[src/rtl/de_intake_buffer_if.sv]
// FE->DE latch interface: packed fetch word in, decode head fields and
// stall/debug status out. The fetch/bench side uses master; the buffer uses slave.
interface de_intake_buffer_if #(
    parameter int DBITS    = 32,
    parameter int INSTBITS = 32,
    parameter int DEPTH    = 2
);
    logic [INSTBITS+3*DBITS:0]       fe_latch_in;
    logic                            flush;
    logic                            de_ready;
    logic                            stall_to_fe;
    logic                            de_valid;
    logic [INSTBITS-1:0]             de_inst;
    logic [DBITS-1:0]                de_pc;
    logic [DBITS-1:0]                de_pcplus;
    logic [DBITS-1:0]                de_inst_count;
    logic [$clog2(DEPTH+1)-1:0]      occupancy;
    logic                            seq_err;

    modport master (
        output fe_latch_in, flush, de_ready,
        input  stall_to_fe, de_valid, de_inst, de_pc, de_pcplus,
               de_inst_count, occupancy, seq_err
    );

    modport slave (
        input  fe_latch_in, flush, de_ready,
        output stall_to_fe, de_valid, de_inst, de_pc, de_pcplus,
               de_inst_count, occupancy, seq_err
    );
endinterface

[src/rtl/de_intake_buffer.sv]
// Decode-side intake queue for the FE->DE latch: in-order DEPTH-entry buffer,
// fetch stall, branch-redirect squash and inst_count continuity check.
module de_intake_buffer #(
    parameter int DBITS    = 32,
    parameter int INSTBITS = 32,
    parameter int DEPTH    = 2
) (
    input  logic                clk,
    input  logic                reset_n,
    de_intake_buffer_if.slave   bus
);
    localparam int LW = 1 + INSTBITS + 3*DBITS;
    localparam int PW = (DEPTH > 1) ? $clog2(DEPTH) : 1;
    localparam int OW = $clog2(DEPTH+1);
    localparam logic [OW-1:0] FULL = OW'(DEPTH);

    logic                w_in_valid;
    logic [INSTBITS-1:0] w_in_inst;
    logic [DBITS-1:0]    w_in_pc;
    logic [DBITS-1:0]    w_in_pcplus;
    logic [DBITS-1:0]    w_in_count;

    assign w_in_valid  = bus.fe_latch_in[LW-1];
    assign w_in_inst   = bus.fe_latch_in[LW-2 -: INSTBITS];
    assign w_in_pc     = bus.fe_latch_in[3*DBITS-1 -: DBITS];
    assign w_in_pcplus = bus.fe_latch_in[2*DBITS-1 -: DBITS];
    assign w_in_count  = bus.fe_latch_in[DBITS-1:0];

    logic [INSTBITS-1:0] r_inst   [DEPTH];
    logic [DBITS-1:0]    r_pc     [DEPTH];
    logic [DBITS-1:0]    r_pcplus [DEPTH];
    logic [DBITS-1:0]    r_count  [DEPTH];

    logic [PW-1:0]    r_rd;
    logic [PW-1:0]    r_wr;
    logic [OW-1:0]    r_occ;
    logic             r_squash;
    logic             r_have_last;
    logic [DBITS-1:0] r_last;
    logic             r_seq_err;

    logic w_full;
    logic w_empty;
    logic w_push;
    logic w_pop;

    // Stall depends only on registered occupancy; a full queue refuses input
    // even when the head is being consumed this cycle.
    assign w_full  = (r_occ == FULL);
    assign w_empty = (r_occ == '0);
    assign w_push  = w_in_valid & ~w_full & ~bus.flush & ~r_squash;
    assign w_pop   = ~w_empty & bus.de_ready & ~bus.flush;

    always_ff @(posedge clk) begin
        if (w_push) begin
            r_inst[r_wr]   <= w_in_inst;
            r_pc[r_wr]     <= w_in_pc;
            r_pcplus[r_wr] <= w_in_pcplus;
            r_count[r_wr]  <= w_in_count;
        end
    end

    always_ff @(posedge clk or negedge reset_n) begin
        if (!reset_n) begin
            r_rd        <= '0;
            r_wr        <= '0;
            r_occ       <= '0;
            r_squash    <= 1'b0;
            r_have_last <= 1'b0;
            r_last      <= '0;
            r_seq_err   <= 1'b0;
        end else if (bus.flush) begin
            // The word after a redirect came from the sequential path, so
            // squash one more input cycle.
            r_rd        <= '0;
            r_wr        <= '0;
            r_occ       <= '0;
            r_squash    <= 1'b1;
            r_have_last <= 1'b0;
        end else begin
            r_squash <= 1'b0;
            if (w_push)
                r_wr <= r_wr + PW'(1);
            if (w_pop)
                r_rd <= r_rd + PW'(1);
            if (w_push && !w_pop)
                r_occ <= r_occ + OW'(1);
            else if (!w_push && w_pop)
                r_occ <= r_occ - OW'(1);
            if (w_push) begin
                if (r_have_last && (w_in_count != r_last + DBITS'(1)))
                    r_seq_err <= 1'b1;
                r_last      <= w_in_count;
                r_have_last <= 1'b1;
            end
        end
    end

    assign bus.stall_to_fe   = w_full;
    assign bus.de_valid      = ~w_empty;
    assign bus.de_inst       = w_empty ? '0 : r_inst[r_rd];
    assign bus.de_pc         = w_empty ? '0 : r_pc[r_rd];
    assign bus.de_pcplus     = w_empty ? '0 : r_pcplus[r_rd];
    assign bus.de_inst_count = w_empty ? '0 : r_count[r_rd];
    assign bus.occupancy     = r_occ;
    assign bus.seq_err       = r_seq_err;
endmodule

[src/flat_wrapper.sv]
// flat-port wrapper written by rule: the top's interface ports become plain ports
module de_intake_buffer_flat 
#(
    parameter int DBITS    = 32,
    parameter int INSTBITS = 32,
    parameter int DEPTH    = 2
)
  (clk, reset_n, bus_fe_latch_in, bus_flush, bus_de_ready, bus_stall_to_fe, bus_de_valid, bus_de_inst, bus_de_pc, bus_de_pcplus, bus_de_inst_count, bus_occupancy, bus_seq_err);
  de_intake_buffer_if #(.DBITS(DBITS), .INSTBITS(INSTBITS), .DEPTH(DEPTH)) bus_i ();
  input  logic clk;
  input  logic reset_n;
  input wire logic [$bits(bus_i.fe_latch_in)-1:0] bus_fe_latch_in;
  input wire logic [$bits(bus_i.flush)-1:0] bus_flush;
  input wire logic [$bits(bus_i.de_ready)-1:0] bus_de_ready;
  output wire logic [$bits(bus_i.stall_to_fe)-1:0] bus_stall_to_fe;
  output wire logic [$bits(bus_i.de_valid)-1:0] bus_de_valid;
  output wire logic [$bits(bus_i.de_inst)-1:0] bus_de_inst;
  output wire logic [$bits(bus_i.de_pc)-1:0] bus_de_pc;
  output wire logic [$bits(bus_i.de_pcplus)-1:0] bus_de_pcplus;
  output wire logic [$bits(bus_i.de_inst_count)-1:0] bus_de_inst_count;
  output wire logic [$bits(bus_i.occupancy)-1:0] bus_occupancy;
  output wire logic [$bits(bus_i.seq_err)-1:0] bus_seq_err;
  assign bus_i.fe_latch_in = bus_fe_latch_in;
  assign bus_i.flush = bus_flush;
  assign bus_i.de_ready = bus_de_ready;
  assign bus_stall_to_fe = bus_i.stall_to_fe;
  assign bus_de_valid = bus_i.de_valid;
  assign bus_de_inst = bus_i.de_inst;
  assign bus_de_pc = bus_i.de_pc;
  assign bus_de_pcplus = bus_i.de_pcplus;
  assign bus_de_inst_count = bus_i.de_inst_count;
  assign bus_occupancy = bus_i.occupancy;
  assign bus_seq_err = bus_i.seq_err;
  de_intake_buffer #(.DBITS(DBITS), .INSTBITS(INSTBITS), .DEPTH(DEPTH)) u_core (.clk(clk), .reset_n(reset_n), .bus(bus_i));
endmodule
[config.mk]
export PLATFORM = sky130hd
export DESIGN_NAME = de_intake_buffer_flat
export DESIGN_NICKNAME = d
export VERILOG_FILES = /design/src/rtl/de_intake_buffer_if.sv /design/src/rtl/de_intake_buffer.sv /design/src/flat_wrapper.sv
export SDC_FILE = /design/constraint.sdc
export NUM_CORES = 1
export LEC_CHECK = 0
export BUFFER_PORTS_ARGS = -buffer_cell sky130_fd_sc_hd__buf_2
export CORE_ASPECT_RATIO = 0.9
export CORE_MARGIN = 1
export CORE_UTILIZATION = 54
export CTS_CLUSTER_DIAMETER = 100
export CTS_CLUSTER_SIZE = 25
export DETAILED_ROUTE_END_ITERATION = 10
export GPL_TIMING_DRIVEN = 0
export HOLD_SLACK_MARGIN = 0.08
export PLACE_DENSITY = 0.87
export SETUP_SLACK_MARGIN = 0.15
export SYNTH_ARGS = -nofsm -noshare
export SYNTH_HDL_FRONTEND = slang
export SYNTH_SLANG_ARGS = --single-unit
[constraint.sdc]
create_clock -name clk -period 16.08 [get_ports clk]
set_clock_uncertainty 0.2 [all_clocks]
set_input_delay 1.608 -clock clk [delete_from_list [all_inputs] [get_ports clk]]
set_output_delay 1.608 -clock clk [all_outputs]
set_load 0.01 [all_outputs]
[Word level (Yosys, flattened, before mapping)]
Memory sizes are Yosys's and may differ from the RTL's.
Cells that the tools add are included.
Word-level totals
  logic and storage cells: 54
  register bits after elaboration: 39
  memories kept: 4
  memory bits (writable): 256
  input bits: 133
Operators by class
  add/subtract/negate cells: 5
  equality and inequality tests: 2
  bitwise operators: 9
  mux-type cells: 16
  reductions and logical operators: 11
Memories
  u_core.r_count: depth 2, bits a word 32, rd ports 1, clocked after Yosys merged registers in 0, wr ports 1, RTL line de_intake_buffer.sv:32  | logic [DBITS-1:0] r_count [DEPTH];
  u_core.r_inst: depth 2, bits a word 32, rd ports 1, clocked after Yosys merged registers in 0, wr ports 1, RTL line de_intake_buffer.sv:29  | logic [INSTBITS-1:0] r_inst [DEPTH];
  u_core.r_pc: depth 2, bits a word 32, rd ports 1, clocked after Yosys merged registers in 0, wr ports 1, RTL line de_intake_buffer.sv:30  | logic [DBITS-1:0] r_pc [DEPTH];
  u_core.r_pcplus: depth 2, bits a word 32, rd ports 1, clocked after Yosys merged registers in 0, wr ports 1, RTL line de_intake_buffer.sv:31  | logic [DBITS-1:0] r_pcplus [DEPTH];
Operator list (number)
  32-bit 2-to-1 mux: 4
  32-bit by 1-bit adder with 32-bit output (second input constant): 1
  32-bit != test: 1
  1-bit 2-to-1 mux: 9
  2-bit 2-to-1 mux: 3
  1-bit AND: 5
  1-bit NOT: 4
  2-bit nonzero test: 2
  1-bit logical AND: 3
  3-bit AND reduction: 1
  3-bit nonzero test: 1
  1-bit adder (second input constant): 2
  2-bit by 1-bit adder with 2-bit output (second input constant): 1
  2-bit == test (second input constant): 1
  1-bit zero test: 2
  2-bit zero test: 1
  2-bit AND reduction: 1
  2-bit by 1-bit subtractor with 2-bit output (second input constant): 1

[Longest topological paths before layout]
  word-level depth: 10
  gate-level depth with buffers: 8

[Worst setup path before layout]
No wires, ideal clock.
  path kind: in2reg
  from: input port bus_flush
  to: memory u_core.r_count[0][0] (enable)
  data arrival time: 13.953 ns
  buffers on the path: 1
  library setup time: 0.928 ns
  setup slack: 0.999 ns
  cell stages on the path: 2
  cell sequence: clkbuf_1 -> nor4_1
Between the ends
  word-level cells in the longest chain between the ends: 5
RTL lines
  start: declaration: RTL line flat_wrapper.sv:13  | input wire logic [$bits(bus_i.flush)-1:0] bus_flush;
  1-bit NOT (no line)
  1-bit AND (2 in a row): RTL line de_intake_buffer.sv:51  | assign w_push = w_in_valid & ~w_full & ~bus.flush & ~r_squash;
  1-bit 2-to-1 mux: RTL line de_intake_buffer.sv:55  | if (w_push) begin
  1-bit 2-to-1 mux (implied by the code): RTL line de_intake_buffer.sv:59  | r_count[r_wr] <= w_in_count;
  end: declaration: RTL line de_intake_buffer.sv:32
Every way passes these cells.

[Worst setup path after layout]
  from: register u_core.r_rd
  to: output port bus_de_inst[26]
Between the ends
  word-level cells in the longest chain between the ends: 2
RTL lines
  start: declaration: RTL line de_intake_buffer.sv:34  | logic [PW-1:0] r_rd;
  start signal: assignment: RTL line de_intake_buffer.sv:85  | r_rd <= r_rd + PW'(1);
  memory 2 x 32 bit
  32-bit 2-to-1 mux: RTL line de_intake_buffer.sv:101  | assign bus.de_inst = w_empty ? '0 : r_inst[r_rd];
  end: declaration: RTL line flat_wrapper.sv:17  | output wire logic [$bits(bus_i.de_inst)-1:0] bus_de_inst;
Every way passes these cells.

==> results.txt <==
Synthesis-to-finish area growth = 19.11%
RSZ-0062 raised after global routing = no
WP data required = 14.27 ns
Initial Utilization = 55.81%
Final Setup Violations = 0
Critical path peak fanout = 10
R2r startpoint = u_core.bus.occupancy[1]
DRT antenna net count = 0
Final Slew Violations = 0
DRT iter0 DRCs = 549
Share of layout cells above drive strength 1 = 31.36%
Mapped Area = 12,220 µm²
WHS Path Cells = 1
Clk_lat worst skew = 0.49 ns
Synthesized instance count = 806
Final setup TNS = 0 ns
Hold Fails Final Rpt = 0
Wire length per cell = 18.25 µm
Worst slack, placed = 11.56 ns
Top cell type's share of synthesized area = 62.93%
RR Endpoint = u_core.r_inst[1][13]
Die Footprint = 23,230 µm²
I/O pins = 266
Run status = finished clean
Initial antenna violation count = 3
Worst reg-to-reg setup slack = 12.76 ns
Vias per inst = 5.370
Tot GR Track Use = 21.83%
Syn nets = 940
Global-route wire length before repair = 38.87 mm
Post-DP HPWL = 18.94 mm
CTS Buf Count = 15
Die width = 160.5 µm
Fmax achieved = 217.3 MHz
Vias in the first global route = 7,314
Via count = 7,561
CTS tree = done
Synth top area cells = edfxtp_1, mux2i_1, dfrtp_1, nor2_1, mux2_2
Sequential-to-total area share from yosys stat = 70.92%
Netlist cell types = 57
Core area = 21,890 µm²
Share of flip-flops with an asynchronous set or reset = 13.22%
CTS root buffer = clkbuf_16
Final worst slack = 11.48 ns
Worst Tran Pin Value = 1.022 ns
Hold_sp = u_core.r_last[31]
Rel. slew slack = 31.30%
Post-synth EDFFs = 256
Worst Hold End = u_core.r_last[31]
Post-CTS setup buffers = 0
Fin nets = 1,242
Clock transition at path regs = 0.10 ns
Period Utilization, post-route = 28.62%
HP Class = register to register
Row cnt = 51
Count of state elements after synthesis = 295
Hold WS = 0.3474 ns
Startpoint types = register
Setup Crit Path Kind = register to output port
CTS resizes = 0
Synth area leader = edfxtp_1
Total iterations of the first detailed-routing run = 5
Buffers on Ports = 265
MaxCap Viol Count = 0
DRC viols = 0
Grt ovf = 0
CP Capture Type = output port
VDD IR max = 0.00009150 V
Total leakage power = 5.427 nW
Hold buffer count at cts = 0
Final WL = 25.70 mm
PD cells = 100.8 nW/µm²
Largest net degree at the start of global routing = 65
Syn avg cell area = 15.16 µm²
Die Span Y = 144.7 µm
Worst EP arrival = 2.79 ns
Worst-case clock buffer depth = 3
Min Tclk post-route = 4.601 ns
H-tree depth = 1
Yosys warns = 0
Clk sinks = 295
GPL Wtd Cong = 0.8426
Synth Flop Type = edfxtp_1
R2R depth = 6
-- routing by layer --
| metal | wire length (µm) | vias to the layer above | share of wire, % | track usage (%) |
|---|---|---|---|---|
| met5 | 27 | - | 0.11 | 0 |
| met4 | 563 | 4 | 2.2 | 4.962 |
| met3 | 1957 | 44 | 7.6 | 4.588 |
| met2 | 13130 | 296 | 51 | 39.39 |
| met1 | 10020 | 3653 | 39 | 27.14 |
| li1 | - | 3564 | - | - |
-- cells by family after synthesis --
kind of cell	after synthesis	share of synthesized area [%]
DFF	295	70.92
and+or+nand+nor	223	8.809
muxes	162	13.58
buffers and inverters	45	1.424
xor gates and xnor gates	44	3.155
AOI/OAI and AO/OA	36	2.008
adders and majority gates	1	0.1024
-- synth_stat cells (2+ instances only) --
| library cell | instances |
|---|---|
| edfxtp_1 | 256 |
| nor2_1 | 146 |
| mux2i_1 | 132 |
| dfrtp_1 | 39 |
| xnor2_1 | 33 |
| mux2_2 | 30 |
| clkbuf_1 | 23 |
| nand2_1 | 16 |
| buf_1 | 13 |
| a21oi_1 | 11 |
| xor2_1 | 11 |
| nand4_1 | 10 |
| nand3_1 | 8 |
| nor4_1 | 6 |
| inv_1 | 5 |
| nand2b_1 | 5 |
| o21ai_0 | 5 |
| and3_1 | 3 |
| nor3_1 | 3 |
| nor3b_1 | 3 |
| a211o_1 | 2 |
| a311oi_1 | 2 |
| a31oi_1 | 2 |
| and4b_1 | 2 |
| buf_2 | 2 |
| clkbuf_2 | 2 |
| nand3b_1 | 2 |
| nor2b_1 | 2 |
| nor4_4 | 2 |
| o2111ai_1 | 2 |
| o21bai_1 | 2 |
-- flip-flops by register name, summed over array words and instances (netlist names) --
register and flops:
u_core.r_count 64, u_core.r_inst 64, u_core.r_pc 64, u_core.r_pcplus 64, u_core.r_last 32, u_core.bus.occupancy 2
u_core.bus.seq_err 1, u_core.r_have_last 1, u_core.r_rd 1, u_core.r_squash 1, u_core.r_wr 1
-- how the worst max path moves through the flow --
stage           startpoint                     to  slack, ns  depth (start not counted)
2_1_floorplan    bus_flush   u_core.r_count[0][0]        1.0                          2
3_3_place_gp     bus_flush  u_core.r_pcplus[0][9]      -5.58                          3
3_5_place_dp     bus_flush   u_core.r_inst[1][15]      11.56                          6
4_1_cts        u_core.r_rd        bus_de_inst[26]      11.39                          6
5_1_grt        u_core.r_rd        bus_de_inst[26]      11.32                          6
6_report       u_core.r_rd        bus_de_inst[26]      11.48                          6
-- where the power goes --
group          internal, W  switching [W]  total, W
clock             0.000178       0.000220  0.000398
sequential        0.000864      0.0000237  0.000888
combinational    0.0000820      0.0000987  0.000181
-- cell type report --
class | count | area [µm²]
fill | 1506 | 7337
timing repair buffer | 285 | 1539
tap | 291 | 364.1
sequential | 295 | 8663
inverter | 5 | 18.77
clock buffer | 23 | 405.4
clock inverter | 2 | 15.01
buffer | 40 | 155.1
multi-input combinational | 466 | 3387
antenna | 1 | 2.502
-- through the flow --
step           std cells  total power (W)  area [µm²]  utilization, %
6_report            1408         0.001466       14550           66.48
5_1_grt             1408         0.001522       14550           66.48
4_1_cts             1407         0.001480       14550           66.47
3_5_place_dp        1382         0.001086       14130           64.55
3_3_place_gp        1362         0.001082       13910           63.53
2_1_floorplan        806         0.001018       12220               -
-- worst max-delay path, stage by stage, from the launching register on --
cell and delay (ns):
dfrtp_1 0.33, clkbuf_1 0.12, buf_1 0.59, buf_1 0.68, mux2i_1 0.18, nor2_1 0.21
buf_2 0.19
-- layout by cell type (no fill, tap or decap), drive strengths merged, types with 16 or more instances in the layout --
cell	instances
buf	300
edfxtp	256
nor2	147
mux2i	132
clkbuf	48
dfrtp	39
xnor2	33
mux2	30
nand2	16
Power figures use the tool's default switching activity.
